==> config.mk <==
export PLATFORM = sky130hd
export DESIGN_NAME = div_float_flat
export DESIGN_NICKNAME = d
export VERILOG_FILES = /design/src/rtl/div_float_pkg.sv /design/src/rtl/div_float_if.sv /design/src/rtl/div_float_special.sv /design/src/rtl/div_float.sv /design/src/flat_wrapper.sv
export SDC_FILE = /design/constraint.sdc
export NUM_CORES = 1
export LEC_CHECK = 0
export CAP_MARGIN = 20
export CORE_ASPECT_RATIO = 1.1
export CORE_MARGIN = 5
export CORE_UTILIZATION = 52
export CTS_CLUSTER_DIAMETER = 40
export CTS_CLUSTER_SIZE = 20
export DETAILED_ROUTE_END_ITERATION = 8
export PLACE_DENSITY = 0.76
export SLEW_MARGIN = 30
export SYNTH_ARGS = -nofsm -noshare
export SYNTH_HDL_FRONTEND = slang
export SYNTH_SLANG_ARGS = --single-unit
==> constraint.sdc <==
create_clock -name clk -period 3.3 [get_ports clk]
set_clock_uncertainty 0.05 [all_clocks]
set_input_delay 0.495 -clock clk [delete_from_list [all_inputs] [get_ports clk]]
set_output_delay 0.495 -clock clk [all_outputs]
set_load 0.005 [all_outputs]
==> src/rtl/div_float_pkg.sv <==
// Shared types and constants for the single-precision divider.
// Holds the controller state encoding, exponent constants and the
// iteration count of the restoring mantissa divider.
package float_pkg;

  typedef enum logic [1:0] {
    IDLE = 2'd0,
    CALC = 2'd1,
    NORM = 2'd2,
    DONE = 2'd3
  } div_state_e;

  localparam int          EXP_BIAS = 127;
  localparam int          DIV_ITER = 26;
  localparam int          EXP_MAX  = 255;
  localparam logic [31:0] QNAN     = 32'h7FC00000;

endpackage

==> src/rtl/div_float_if.sv <==
// Operand and result bus of the divider: start/done handshake, operands
// a and b, quotient c and the two exception flags.
interface div_float_if;

  logic        start;
  logic [31:0] a;
  logic [31:0] b;
  logic        busy;
  logic        done;
  logic [31:0] c;
  logic        overflow;
  logic        div_by_zero;

  modport master (
    output start, a, b,
    input  busy, done, c, overflow, div_by_zero
  );

  modport slave (
    input  start, a, b,
    output busy, done, c, overflow, div_by_zero
  );

endinterface

==> src/rtl/div_float_special.sv <==
// Combinational classifier for special divider operands.
// Denormals (exponent 0) count as zero. NaN wins over everything, then
// infinite dividend, then zero divisor, then zero results.
module fp_special_div
  import float_pkg::*;
(
  input  logic [31:0] a_i,
  input  logic [31:0] b_i,
  output logic        is_special_o,
  output logic [31:0] special_result_o,
  output logic        dbz_o
);

  logic aNan, bNan, aInf, bInf, aZero, bZero, sign;

  assign aNan  = (a_i[30:23] == 8'hFF) && (a_i[22:0] != 23'd0);
  assign bNan  = (b_i[30:23] == 8'hFF) && (b_i[22:0] != 23'd0);
  assign aInf  = (a_i[30:23] == 8'hFF) && (a_i[22:0] == 23'd0);
  assign bInf  = (b_i[30:23] == 8'hFF) && (b_i[22:0] == 23'd0);
  assign aZero = (a_i[30:23] == 8'h00);
  assign bZero = (b_i[30:23] == 8'h00);
  assign sign  = a_i[31] ^ b_i[31];

  // Priority-ordered resolution of the special operand combinations
  always_comb begin
    is_special_o     = 1'b1;
    special_result_o = 32'd0;
    dbz_o            = 1'b0;
    if (aNan || bNan || (aZero && bZero) || (aInf && bInf)) begin
      special_result_o = QNAN;
    end else if (aInf) begin
      special_result_o = {sign, 8'hFF, 23'd0};
    end else if (bZero) begin
      special_result_o = {sign, 8'hFF, 23'd0};
      dbz_o            = 1'b1;
    end else if (aZero || bInf) begin
      special_result_o = {sign, 31'd0};
    end else begin
      is_special_o     = 1'b0;
    end
  end

endmodule

==> src/rtl/div_float.sv <==
// Iterative single-precision IEEE-754 divider, c = a / b.
// Radix-2 restoring mantissa division over 26 quotient bits, then one
// normalise/round (nearest-even) step. Denormal inputs flush to zero,
// tiny results flush to signed zero without a flag.
// Build option: DIV_FLOAT_EARLY_EXIT_EN lets special operands skip
// straight from IDLE to DONE; without it they take the full path and
// the classifier result replaces the datapath result in NORM.
module div_float
  import float_pkg::*;
(
  input  logic       clk,
  input  logic       rst_n,
  div_float_if.slave bus
);

  localparam logic signed [9:0] ExpBias  = 10'(EXP_BIAS);
  localparam logic signed [9:0] ExpMax   = 10'(EXP_MAX);
  localparam logic        [4:0] IterLast = 5'(DIV_ITER);

  div_state_e       state_q;
  logic [4:0]       cnt_q;
  logic             sign_q;
  logic signed [9:0] exp_q;
  logic [23:0]      mb_q;
  logic [24:0]      rem_q;
  logic [25:0]      q_q;
  logic             spec_q;
  logic [31:0]      specRes_q;
  logic             specDbz_q;
  logic [31:0]      c_q;
  logic             ovf_q;
  logic             dbz_q;
  logic             busy_q;
  logic             done_q;

  logic             isSpecial;
  logic [31:0]      specialResult;
  logic             specialDbz;
  logic             earlyExit;

  logic [24:0]      remNext_d;
  logic [25:0]      qNext_d;
  logic [31:0]      cNorm_d;
  logic             ovfNorm_d;
  logic             dbzNorm_d;

  fp_special_div u_special (
    .a_i              (bus.a),
    .b_i              (bus.b),
    .is_special_o     (isSpecial),
    .special_result_o (specialResult),
    .dbz_o            (specialDbz)
  );

`ifdef DIV_FLOAT_EARLY_EXIT_EN
  assign earlyExit = isSpecial;
`else
  assign earlyExit = 1'b0;
`endif

  // One restoring step: subtract the divisor when it fits, record the bit
  always_comb begin
    logic        geq;
    logic [24:0] remSub;
    geq       = rem_q >= {1'b0, mb_q};
    remSub    = rem_q - {1'b0, mb_q};
    remNext_d = geq ? {remSub[23:0], 1'b0} : {rem_q[23:0], 1'b0};
    qNext_d   = {q_q[24:0], geq};
  end

  // Normalise the quotient, round to nearest-even, range check the exponent
  always_comb begin
    logic [22:0]       mant;
    logic              guard;
    logic              sticky;
    logic              roundUp;
    logic [23:0]       mantRnd;
    logic signed [9:0] expAdj;
    logic signed [9:0] expRnd;
    if (q_q[25]) begin
      mant   = q_q[24:2];
      guard  = q_q[1];
      sticky = q_q[0] | (|rem_q);
      expAdj = exp_q;
    end else begin
      mant   = q_q[23:1];
      guard  = q_q[0];
      sticky = |rem_q;
      expAdj = exp_q - 10'sd1;
    end
    roundUp = guard & (sticky | mant[0]);
    mantRnd = {1'b0, mant} + {23'd0, roundUp};
    expRnd  = mantRnd[23] ? expAdj + 10'sd1 : expAdj;
    ovfNorm_d = 1'b0;
    dbzNorm_d = 1'b0;
    if (expRnd >= ExpMax) begin
      cNorm_d   = {sign_q, 8'hFF, 23'd0};
      ovfNorm_d = 1'b1;
    end else if (expRnd <= 10'sd0) begin
      cNorm_d   = {sign_q, 31'd0};
    end else begin
      cNorm_d   = {sign_q, expRnd[7:0], mantRnd[22:0]};
    end
    if (spec_q) begin
      cNorm_d   = specRes_q;
      ovfNorm_d = 1'b0;
      dbzNorm_d = specDbz_q;
    end
  end

  // Controller, iteration registers and registered outputs
  always_ff @(posedge clk or negedge rst_n) begin
    if (!rst_n) begin
      state_q   <= IDLE;
      cnt_q     <= 5'd0;
      sign_q    <= 1'b0;
      exp_q     <= 10'sd0;
      mb_q      <= 24'd0;
      rem_q     <= 25'd0;
      q_q       <= 26'd0;
      spec_q    <= 1'b0;
      specRes_q <= 32'd0;
      specDbz_q <= 1'b0;
      c_q       <= 32'd0;
      ovf_q     <= 1'b0;
      dbz_q     <= 1'b0;
      busy_q    <= 1'b0;
      done_q    <= 1'b0;
    end else begin
      done_q <= 1'b0;
      busy_q <= (state_q == CALC);
      case (state_q)
        IDLE: begin
          if (bus.start) begin
            sign_q    <= bus.a[31] ^ bus.b[31];
            exp_q     <= $signed({2'b00, bus.a[30:23]})
                         - $signed({2'b00, bus.b[30:23]}) + ExpBias;
            mb_q      <= {1'b1, bus.b[22:0]};
            rem_q     <= {2'b01, bus.a[22:0]};
            q_q       <= 26'd0;
            cnt_q     <= 5'd0;
            spec_q    <= isSpecial;
            specRes_q <= specialResult;
            specDbz_q <= specialDbz;
            if (earlyExit) begin
              c_q     <= specialResult;
              ovf_q   <= 1'b0;
              dbz_q   <= specialDbz;
              done_q  <= 1'b1;
              state_q <= DONE;
            end else begin
              state_q <= CALC;
            end
          end
        end
        CALC: begin
          if (cnt_q == IterLast) begin
            state_q <= NORM;
          end else begin
            rem_q <= remNext_d;
            q_q   <= qNext_d;
            cnt_q <= cnt_q + 5'd1;
          end
        end
        NORM: begin
          c_q     <= cNorm_d;
          ovf_q   <= ovfNorm_d;
          dbz_q   <= dbzNorm_d;
          done_q  <= 1'b1;
          state_q <= DONE;
        end
        DONE: begin
          state_q <= IDLE;
        end
        default: begin
          state_q <= IDLE;
        end
      endcase
    end
  end

  assign bus.busy        = busy_q;
  assign bus.done        = done_q;
  assign bus.c           = c_q;
  assign bus.overflow    = ovf_q;
  assign bus.div_by_zero = dbz_q;

endmodule

==> src/flat_wrapper.sv <==
// flat-port wrapper written by rule: the top's interface ports become plain ports
module div_float_flat import float_pkg::*;
  (clk, rst_n, bus_start, bus_a, bus_b, bus_busy, bus_done, bus_c, bus_overflow, bus_div_by_zero);
  div_float_if bus_i ();
  input  logic clk;
  input  logic rst_n;
  input wire logic [$bits(bus_i.start)-1:0] bus_start;
  input wire logic [$bits(bus_i.a)-1:0] bus_a;
  input wire logic [$bits(bus_i.b)-1:0] bus_b;
  output wire logic [$bits(bus_i.busy)-1:0] bus_busy;
  output wire logic [$bits(bus_i.done)-1:0] bus_done;
  output wire logic [$bits(bus_i.c)-1:0] bus_c;
  output wire logic [$bits(bus_i.overflow)-1:0] bus_overflow;
  output wire logic [$bits(bus_i.div_by_zero)-1:0] bus_div_by_zero;
  assign bus_i.start = bus_start;
  assign bus_i.a = bus_a;
  assign bus_i.b = bus_b;
  assign bus_busy = bus_i.busy;
  assign bus_done = bus_i.done;
  assign bus_c = bus_i.c;
  assign bus_overflow = bus_i.overflow;
  assign bus_div_by_zero = bus_i.div_by_zero;
  div_float u_core (.clk(clk), .rst_n(rst_n), .bus(bus_i));
endmodule
==> key figures, run 1 <==
GRT
  • Tot GR Track Use: 23.3%
  • Vias in the first global route: between 8,000 and 9,000
  • First-pass GRT wire length: 41.2 mm
  • Total grt overflow: 0
  • Initial antenna violation count: 0
  • Largest net degree at the start of global routing: 107

STA
  • Final setup vio count: 1
  • Hold Vio Cnt, Final: 0
  • Max-slew headroom: a little over two fifths
  • WHS: 106 ps
  • Worst Tran Pin Value: 861 ps
  • Pins Over Slew Limit: 0
  • Post-route minimum period: 3320 ps
  • Fin crit share: 101%
  • Crit path setup slack, layout: -17.7 ps
  • RSZ-0062 raised after global routing: true
  • Max Freq: between 0.3 and 0.4 GHz

Final layout
  • Final core occ: between 60% and 70%
  • FF/Latch Area: 3350 µm²
  • ANT cells: 0
  • FILL cells: approximately 1,500
  • P&R area growth vs syn: 23.5%
  • Nets: 1,316
  • Multi-input logic area: 5820 µm²
  • Share of layout cells above drive strength 1: 15.5%
  • Most frequent cells in the layout: dfrtp_1 (133), nand2_1 (117), clkdlybuf4s50_1 (101), nor2_1 (69), buf_4 (68)
  • Commonest non-fill, non-tap cell in the layout: dfrtp_1
  • Non-filler cells, final: 1,461

Synth
  • Syn nets: 1,184
  • Avg Cell Area, Syn: about 9 µm²
  • Post-Syn Area: 9640 µm²
  • Synth cell types: 83
  • Yosys reg bits: 134
  • Register area share after synthesis: 34.8%
  • Mapped Cells: 1,074
  • Number of synthesized flops with an enable pin: 0
  • Yosys warns: 0
  • Asr flop ratio synth: 100%
  • Synth Flop Type: dfrtp_1

Pwr
  • Total power: 11,400 µW
  • Maximum vdd drop: 614 µV
  • Pleak: 0.00512 µW
  • Pwr dens: roughly 960 nW/µm²

Clocking
  • Clock Sinks: 134
  • Clk pin slew, worst setup/hold paths: approximately 60 ps
  • H-tree Lvls: 4
  • CTS root buffer: clkbuf_16
  • Hold_buf cts: 0
  • Bufs on Longest Clock Path: 2
  • TritonCTS clock tree: done
  • Clk_lat worst skew: 430 ps
  • CTS Buf Count: 17

Worst setup path
  • Crit-path max cell delay: slightly below 600 ps
  • Slowest cell on the critical path: or4_4
  • Worst R2R End: u_core.bus.c[0]
  • R2r setup slk: -20 ps
  • CP bufs+invs: 2
  • Most frequent CP cell: or4_4
  • CP Cell Sequence: mux2i_1 > or4_4 > or4_4 > or4_4 > o31a_1 > o2111ai_4 > buf_12 > buf_12 > o2bb2ai_1
  • Worst flop-to-flop path startpoint: u_core.q_q[25]
  • Worst path required time: 3540 ps
  • Path depth of the worst reg2reg path: 9
  • CP max FO: 7
  • Crit path max-delay family: simple AND/OR/NAND/NOR gates
  • CP arrival: 3560 ps
  • Startpoint Class: flop
  • Crit end category: flop
  • WS Path Type: flop to flop

Placed design
  • Gp weighted congestion: 0.941
  • Placed Instances: 1,428
  • PortBufs: ~100
  • Place WS: -5.78 ps
  • DPL Wire Length: 19.0 mm

Drt
  • DRC Markers: 0
  • Drt via density: approximately 6
  • Total routed wirelength: 25.2 mm
  • Iter 0 DRT Violations: 728
  • Total vias in the final route: between 8,000 and 9,000
  • WL per Instance: 17.3 µm
  • Detail Route Antenna Nets: 0
  • DR pass1 iterations: 5

Hold path
  • Hold Path Class: input pin to async pin

Run status
  • Status: finished, violations left
  • Failing checks: setup timing

Die
  • Initial Util: 52.5%
  • Chip height: 153 µm
  • I/O pins: 103
  • Core area: approximately 18,000 µm²
  • Die span in x: 140 µm
  • Die area: 21,400 µm²
  • Cell row count: 52

Flow run
  • Max-Cap Viols: 0
## worst reg2reg max path: stages (launching register included)
cell and delay [ps]:
dfrtp_2 430, mux2i_1 160, or4_4 530, or4_4 590, or4_4 530, o31a_1 330
o2111ai_4 210, buf_12 160, buf_12 130, o2bb2ai_1 80
## worst max path at each step
| stage | startpoint | end | slack [ps] | cells after the start |
|---|---|---|---|---|
| 5_1_grt | u_core.q_q[25] | u_core.bus.c[22] | -90 | 12 |
| 6_report | u_core.q_q[25] | u_core.bus.c[0] | -20 | 9 |
| 3_3_place_gp | bus_a[23] | u_core.exp_q[7] | 20 | 13 |
| 4_1_cts | u_core.q_q[25] | u_core.bus.c[0] | 30 | 10 |
| 3_5_place_dp | bus_a[23] | u_core.exp_q[7] | -6 | 13 |
| 2_1_floorplan | u_core.q_q[25] | u_core.bus.c[15] | 0.7 | 11 |
## cell families after synthesis
kind of cell	after synthesis	synth area share, %
AOI/OAI and AO/OA	240	18.7
xor gates and xnor gates	76	6.90
adders and majority gates	43	5.74
buffers and inverters	119	5.83
DFF	134	34.8
muxes	63	6.98
and+or+nand+nor	399	21.1
## area by class of cell
cell class	instances	share of cell area, %
Clock buffer	20	3.67
Clock inverter	11	1.32
Inverter	58	1.83
Multi-Input combinational cell	821	48.9
Sequential cell	134	28.2
Tap cell	243	2.55
Timing Repair Buffer	174	13.6
## state kept, by name, summed over array words and instances (netlist names)
register	count
u_core.q_q	26
u_core.bus.done	1
u_core.cnt_q	5
u_core.specDbz_q	1
u_core.spec_q	1
u_core.bus.c	32
u_core.exp_q	10
u_core.rem_q	25
u_core.sign_q	1
u_core.bus.div_by_zero	1
u_core.bus.busy	1
u_core.specRes_q	3
u_core.state_q	2
u_core.bus.overflow	1
u_core.mb_q	24
## stage by stage
| stage | cell area, µm² | TNS, ps |
|---|---|---|
| 2_1_floorplan | 9650 | 0 |
| 3_3_place_gp | 11200 | 0 |
| 3_5_place_dp | 11200 | -5.78 |
| 4_1_cts | 11800 | 0 |
| 5_1_grt | 11900 | -1230 |
| 6_report | 11900 | -17.7 |
## routing by layer
metal	vias to the layer above	share of wire, %	track usage [%]
met5	-	0	0
met4	0	1.8	7.29
met3	40	5.6	4.14
met2	299	50	39.6
met1	4150	42	30.1
li1	4183	-	-
## synth_stat cells (3+ instances only)
cell type,count,area [µm²]
a211o_1,12,105
a211oi_1,11,82.6
a21o_1,12,90.1
a21oi_1,49,245
a221o_1,5,50.1
a31oi_1,7,43.8
a32o_1,5,50.1
and2_1,8,50.1
and3_1,16,100
and4_1,7,61.3
buf_1,6,22.5
buf_6,5,56.3
clkbuf_1,40,150
dfrtp_1,134,3350
dlygate4sd3_1,3,30.0
ha_1,41,513
inv_1,58,218
mux2_2,34,383
mux2i_1,29,290
nand2_1,118,443
nand2b_1,4,25.0
nand3_1,49,245
nand4_1,21,131
nand4b_1,3,26.3
nor2_1,70,263
nor2b_1,12,75.1
nor3_1,30,150
nor4_1,26,163
o211ai_1,4,30.0
o21a_1,8,60.1
o21ai_0,55,275
o21bai_1,4,30.0
o2bb2ai_1,4,35.0
o2bb2ai_2,20,300
o31a_1,4,35.0
o31ai_1,9,67.6
o32a_1,3,30.0
or3_1,9,56.3
or4_1,6,45.0
xnor2_1,47,412
xor2_1,29,254
## timing repair
action | in CTS | in global routing
resized for setup | 1 | 15
gates cloned | 1 | 0
setup endpoints to repair | 1 | 42
pin swaps | 2 | 5
setup buffers | 1 | 0
## where the power goes
group / leakage (µW) / internal, µW / switching [µW]
logic: 0.00311 / 3020 / 3770
registers: 0.00172 / 2160 / 474
clock network: 0.000293 / 1250 / 709
Note: power is estimated with default switching activity, not from simulation.
==> inputs of run 2 (changes only) <==
--- a/config.mk
+++ b/config.mk
@@ -8,11 +8,12 @@
 export CAP_MARGIN = 20
 export CORE_ASPECT_RATIO = 1.1
 export CORE_MARGIN = 5
-export CORE_UTILIZATION = 52
+export CORE_UTILIZATION = 54
+export CTS_BUF_LIST = sky130_fd_sc_hd__clkbuf_2 sky130_fd_sc_hd__clkbuf_4 sky130_fd_sc_hd__clkbuf_8
 export CTS_CLUSTER_DIAMETER = 40
 export CTS_CLUSTER_SIZE = 20
 export DETAILED_ROUTE_END_ITERATION = 8
-export PLACE_DENSITY = 0.76
+export PLACE_DENSITY = 0.89
 export SLEW_MARGIN = 30
 export SYNTH_ARGS = -nofsm -noshare
 export SYNTH_HDL_FRONTEND = slang
==> run 2 against run 1 <==
The flow still finishes with violations (setup timing). Sequential share of layout area up 0.50 points. Critical path depth unchanged. Clock-buffer cell count unchanged. Power down 4.2%. Sequential power up 2%. Final cell count down 0.75%. Via count up 2.2%. Clock power down 24%. Largest power group unchanged.
==> key figures, run 2 (synthesized netlist as in run 1, its figures left out) <==
Run status
  • Status: finished, violations left
  • Failing checks: setup timing

Die
  • Core area: 17,600 µm²
  • Die span in x: 137 µm
  • Cell row count: 51
  • Chip height: 150 µm
  • Die area: 20,600 µm²
  • I/O pins: 103
  • Initial Util: 54.7%

GRT
  • Tot GR Track Use: between 20% and 30%
  • Largest net degree at the start of global routing: 110
  • Vias in the first global route: 8,577
  • Initial antenna violation count: 0
  • First-pass GRT wire length: roughly 41 mm
  • Total grt overflow: 0

Pwr
  • Pwr dens: 933 nW/µm²
  • Switch Pwr: 4980 µW
  • Reg power frac: 24.5%
  • Pleak: 0.00501 µW
  • Logic gate share of total power: 61.9%
  • P_int: between 5000 and 6000 µW
  • Clock network fraction of total power: 13.7%
  • Maximum vdd drop: 583 µV
  • Net Sw Frac: 45.7%

Clocking
  • H-tree Lvls: 4
  • Bufs on Longest Clock Path: 2
  • Clk_lat worst skew: 480 ps
  • CTS Buf Count: 17
  • TritonCTS clock tree: done
  • Clock Sinks: about 130
  • Hold_buf cts: 0
  • CTS root buffer: clkbuf_8
  • Clk pin slew, worst setup/hold paths: 80 ps

Flow run
  • Max-Cap Viols: 0

Drt
  • WL per Instance: 18.2 µm
  • Iter 0 DRT Violations: ~1,100
  • Drt via density: 6.11
  • DR pass1 iterations: 6
  • Detail Route Antenna Nets: 0
  • Total vias in the final route: 8,860
  • DRC Markers: 0
  • Total routed wirelength: 26.5 mm

Final layout
  • Commonest non-fill, non-tap cell in the layout: dfrtp_1
  • Largest register FFs: 32
  • Non-filler cells, final: around 1,500
  • Share of layout cells above drive strength 1: about 15%
  • Final core occ: 66.4%
  • P&R area growth vs syn: 21.3%
  • Nets: 1,309
  • ANT cells: 0
  • FILL cells: 1,387
  • FF/Latch Area: 3350 µm²
  • Multi-input logic area: ~5800 µm²
  • Most frequent cells in the layout: dfrtp_1 (133), nand2_1 (117), clkdlybuf4s50_1 (101), nor2_1 (69), buf_4 (59)

Worst setup path
  • CP arrival: around 3800 ps
  • Startpoint Class: flop
  • WS Path Type: flop to flop
  • Worst path required time: 3610 ps
  • Crit end category: flop
  • Worst setup path end: u_core.bus.c[11]
  • Worst flop-to-flop path startpoint: u_core.q_q[25]
  • Worst R2R End: u_core.bus.c[11]
  • Crit path from: u_core.q_q[25]
  • Path depth of the worst reg2reg path: 9
  • R2r setup slk: -140 ps
  • CP max FO: 6

STA
  • Setup TNS: -2740 ps
  • Worst Tran Pin Value: 888 ps
  • Final setup vio count: 26
  • Max-slew headroom: approximately 40%
  • Hold Vio Cnt, Final: 0
  • Pins Over Slew Limit: 0
  • Crit path setup slack, layout: -144 ps
  • Fin crit share: 104%
  • Post-route minimum period: 3440 ps
  • Max Freq: a little under 0.3 GHz
  • RSZ-0062 raised after global routing: true

Placed design
  • Place WS: -30.8 ps
  • PortBufs: 102
  • Gp weighted congestion: 0.980
  • Placed Instances: 1,412
  • DPL Wire Length: 19.1 mm

Hold path
  • Hold Path Class: input pin to async pin
## run 2: cell type report
class                   instances  area share [%]
clock inverters                12            1.29
repair buffers                167            13.5
inverters                      58            1.86
well taps                     238            2.55
clock buffers                  20            2.30
multi-input cells             821            49.8
flip-flops and latches        134            28.7
## run 2: repair_timing
item	4_1_cts	5_1_grt
pin swaps	0	11
resized for setup	2	13
setup endpoints to repair	23	31
setup buffers	0	3
cloned	0	3
endpoints found under the hold margin	0	0
## run 2: critical path, stage by stage (launching register included)
cell	delay, ps
dfrtp_2	450
mux2i_2	180
or4_4	540
or4_4	590
or4_4	580
o31a_1	300
o2111ai_4	240
buf_12	160
clkbuf_16	170
o2bb2ai_2	60
## run 2: worst min path at each step
stage / to / slack [ps] / cells past startpoint
5_1_grt: u_core.mb_q[2] / 160 / 1
4_1_cts: u_core.mb_q[20] / 140 / 1
6_report: u_core.mb_q[20] / 20 / 1
2_1_floorplan: u_core.bus.busy / 150 / 0
3_3_place_gp: u_core.mb_q[23] / 380 / 2
3_5_place_dp: u_core.mb_q[23] / 390 / 2
## run 2: metrics by stage
step / power (µW) / hold slack, ps / cell area [µm²]
final: 10900 / 15.1 / 11700
after global routing: 11600 / 157 / 11700
after CTS: 10600 / 137 / 11500
after detailed placement: 9110 / 392 / 11100
after global placement: 8910 / 381 / 11100
after floorplan: 7220 / 149 / 9650
## run 2: power by group through the flow
stage	Clock (µW)	Sequential, µW	Combinational [µW]
2_1_floorplan	0	2460	4750
3_3_place_gp	0	2640	6270
3_5_place_dp	0	2670	6440
4_1_cts	1500	2640	6490
5_1_grt	1560	2720	7360
6_report	1490	2670	6750
## run 2: metal layers
layer  share of wire (%)  track usage, %  vias up
met5                   0               0        -
met3                 6.0            3.78       68
met1                  40            30.6     4293
li1                    -               -     4146
met4                 3.3            10.6        0
met2                  51            43.2      353
==> inputs of run 3 (changes only) <==
--- a/config.mk
+++ b/config.mk
@@ -7,7 +7,7 @@
 export LEC_CHECK = 0
 export CAP_MARGIN = 20
 export CORE_ASPECT_RATIO = 1.1
-export CORE_MARGIN = 5
+export CORE_MARGIN = 2
 export CORE_UTILIZATION = 54
 export CTS_BUF_LIST = sky130_fd_sc_hd__clkbuf_2 sky130_fd_sc_hd__clkbuf_4 sky130_fd_sc_hd__clkbuf_8
 export CTS_CLUSTER_DIAMETER = 40
==> run 3 against run 2 <==
The run still ends with setup timing left. Sequential share of layout area grew 0.077 points. Flip-flop and latch count is the same. Global-route usage grew 3.3 points. Non-clock buffer count shrank 3. Wire length shrank 1.3%. Critical endpoint unchanged. Register-to-register slack gained 80 ps. Critical path depth shrank 1. Combinational power grew 0.7%. Power grew 1.8%.
==> key figures, run 3 (synthesized netlist as in run 1, its figures left out) <==
Run status
  • Status: finished, violations left
  • Failing checks: setup timing

Drt
  • Met1 Wirelength: 10.6 mm
  • Detail Route Antenna Nets: 0
  • Met2 wire length: around 13 mm
  • Met3 WL: 1.60 mm
  • Iter 0 DRT Violations: 803
  • DR pass1 iterations: 7
  • Drt via density: ~6.1
  • WL per Instance: 18.0 µm
  • Max layer used: met4
  • DRC Markers: 0
  • Total vias in the final route: 8,880
  • Total routed wirelength: around 26 mm

Flow run
  • Max-Cap Viols: 0

Final layout
  • Most frequent cells in the layout: dfrtp_1 (133), nand2_1 (117), clkdlybuf4s50_1 (101), nor2_1 (69), buf_4 (59)
  • Share of layout cells above drive strength 1: ~15%
  • Largest register FFs: 32
  • FILL cells: around 1,400
  • ANT cells: 0
  • Nets: approximately 1,300
  • Commonest non-fill, non-tap cell in the layout: dfrtp_1
  • P&R area growth vs syn: 21.0%

STA
  • Max Freq: 0.297 GHz
  • Crit path setup slack, layout: -69.4 ps
  • Pins Over Slew Limit: 0
  • Fin crit share: 102%
  • Setup TNS: -1120 ps
  • Max-slew headroom: 54.6%
  • Final setup vio count: 23
  • RSZ-0062 raised after global routing: true
  • Hold Vio Cnt, Final: 0
  • Worst Tran Pin Value: about 680 ps
  • Post-route minimum period: 3370 ps

Pwr
  • Maximum vdd drop: 492 µV
  • Total power: 11,100 µW
  • Switch Pwr: between 4000 and 5000 µW
  • Net Sw Frac: 45.0%
  • Logic gate share of total power: between 60% and 70%
  • Reg power frac: 23.8%
  • Clock network fraction of total power: 15.0%
  • Pwr dens: 952 nW/µm²
  • Pleak: 0.00500 µW
  • P_int: between 6000 and 7000 µW

Worst setup path
  • WS Path Type: flop to flop
  • CP max FO: 11
  • Worst path required time: around 3600 ps
  • Worst flop-to-flop path startpoint: u_core.q_q[25]
  • Path depth of the worst reg2reg path: 8
  • R2r setup slk: -70 ps
  • Worst R2R End: u_core.bus.c[11]
  • Startpoint Class: flop
  • CP arrival: 3680 ps
  • Crit end category: flop

GRT
  • Total grt overflow: 0
  • First-pass GRT wire length: approximately 43 mm
  • Largest net degree at the start of global routing: 53
  • Vias in the first global route: a little under 9,000
  • Tot GR Track Use: 28.2%
  • Initial antenna violation count: 0

Clocking
  • CTS root buffer: clkbuf_8
  • Hold_buf cts: 0
  • TritonCTS clock tree: done
  • H-tree Lvls: 4
  • Clk_lat worst skew: roughly 480 ps
  • Clock Sinks: approximately 130
  • Bufs on Longest Clock Path: 2
  • CTS Buf Count: 17
  • Clk pin slew, worst setup/hold paths: 80 ps

Hold path
  • Hold Path Class: input pin to async pin

Placed design
  • PortBufs: 102
  • Gp weighted congestion: 0.973
  • DPL Wire Length: around 19 mm

Die
  • Die area: 18,900 µm²
  • Die span in x: 131 µm
  • Chip height: ~140 µm
  • Core area: 17,600 µm²
  • Cell row count: between 50 and 60
  • Initial Util: 54.7%
  • I/O pins: 103
-- run 3: cell types whose count changed in the layout (fill, tap and decap cells not counted), moves of 2 or more --
cell,previous run,this run
bufinv_16,3,5
clkinv_2,4,1
nor4_1,24,26
nor4_2,3,0
o2bb2ai_2,18,20
o2bb2ai_4,3,0
-- run 3: power groups by stage --
stage / logic, µW / registers [µW] / clock network, µW
2_1_floorplan: 4750 / 2460 / 0
3_3_place_gp: 6330 / 2620 / 0
3_5_place_dp: 6530 / 2660 / 0
4_1_cts: 6580 / 2630 / 1670
5_1_grt: 7390 / 2710 / 1750
6_report: 6800 / 2650 / 1670
-- run 3: cell type report --
class                      count  area, µm²  area share (%)
multi-input combinational    821       5790            49.6
sequential                   134       3350            28.8
timing repair buffer         164       1530            13.1
tap                          238        298            2.55
clock buffer                  21        283            2.42
inverter                      58        218            1.87
clock inverter                11        196            1.68
-- run 3: worst max path at each step --
stage	start	endpoint	slack (ps)
global route	u_core.q_q[25]	u_core.bus.c[15]	-140
detailed placement	bus_b[23]	u_core.exp_q[7]	-100
global placement	bus_a[23]	u_core.exp_q[7]	50
CTS	u_core.q_q[25]	u_core.bus.c[0]	4
finish	u_core.q_q[25]	u_core.bus.c[11]	-70
floorplan	u_core.q_q[25]	u_core.bus.c[15]	0.7
-- run 3: through the flow --
step	std cells	util, %	area, µm²	hold slack (ps)	worst slack, ps
after global routing	1447	66.2	11700	52.1	-137
after detailed placement	1414	63.1	11100	408	-97.2
after global placement	1414	63.1	11100	381	46.4
after floorplan	1074	-	9650	149	0.714
final	1447	66.2	11700	3.21	-69.4
after CTS	1446	65.9	11600	20.4	4.23
-- run 3: critical path, stage by stage, from the launching register on --
cell and delay [ps]:
dfrtp_2 450, mux2i_2 180, or4_4 530, or4_4 580
or4_4 560, o31a_1 290, o2111ai_4 300, clkbuf_16 250
o2bb2ai_2 70
-- run 3: routing by layer --
metal | global-route usage, % | vias up
met5 | 0 | -
met1 | 34.5 | 4250
met4 | 12.0 | 0
met3 | 5.08 | 82
met2 | 49.5 | 385
li1 | - | 4163
-- run 3: timing repair --
| item | CTS | global route |
|---|---|---|
| gates resized for setup | 1 | 11 |
| pin swaps | 0 | 1 |
| setup buffers | 0 | 0 |
| gates cloned | 0 | 1 |
| setup endpoints to repair | 3 | 32 |
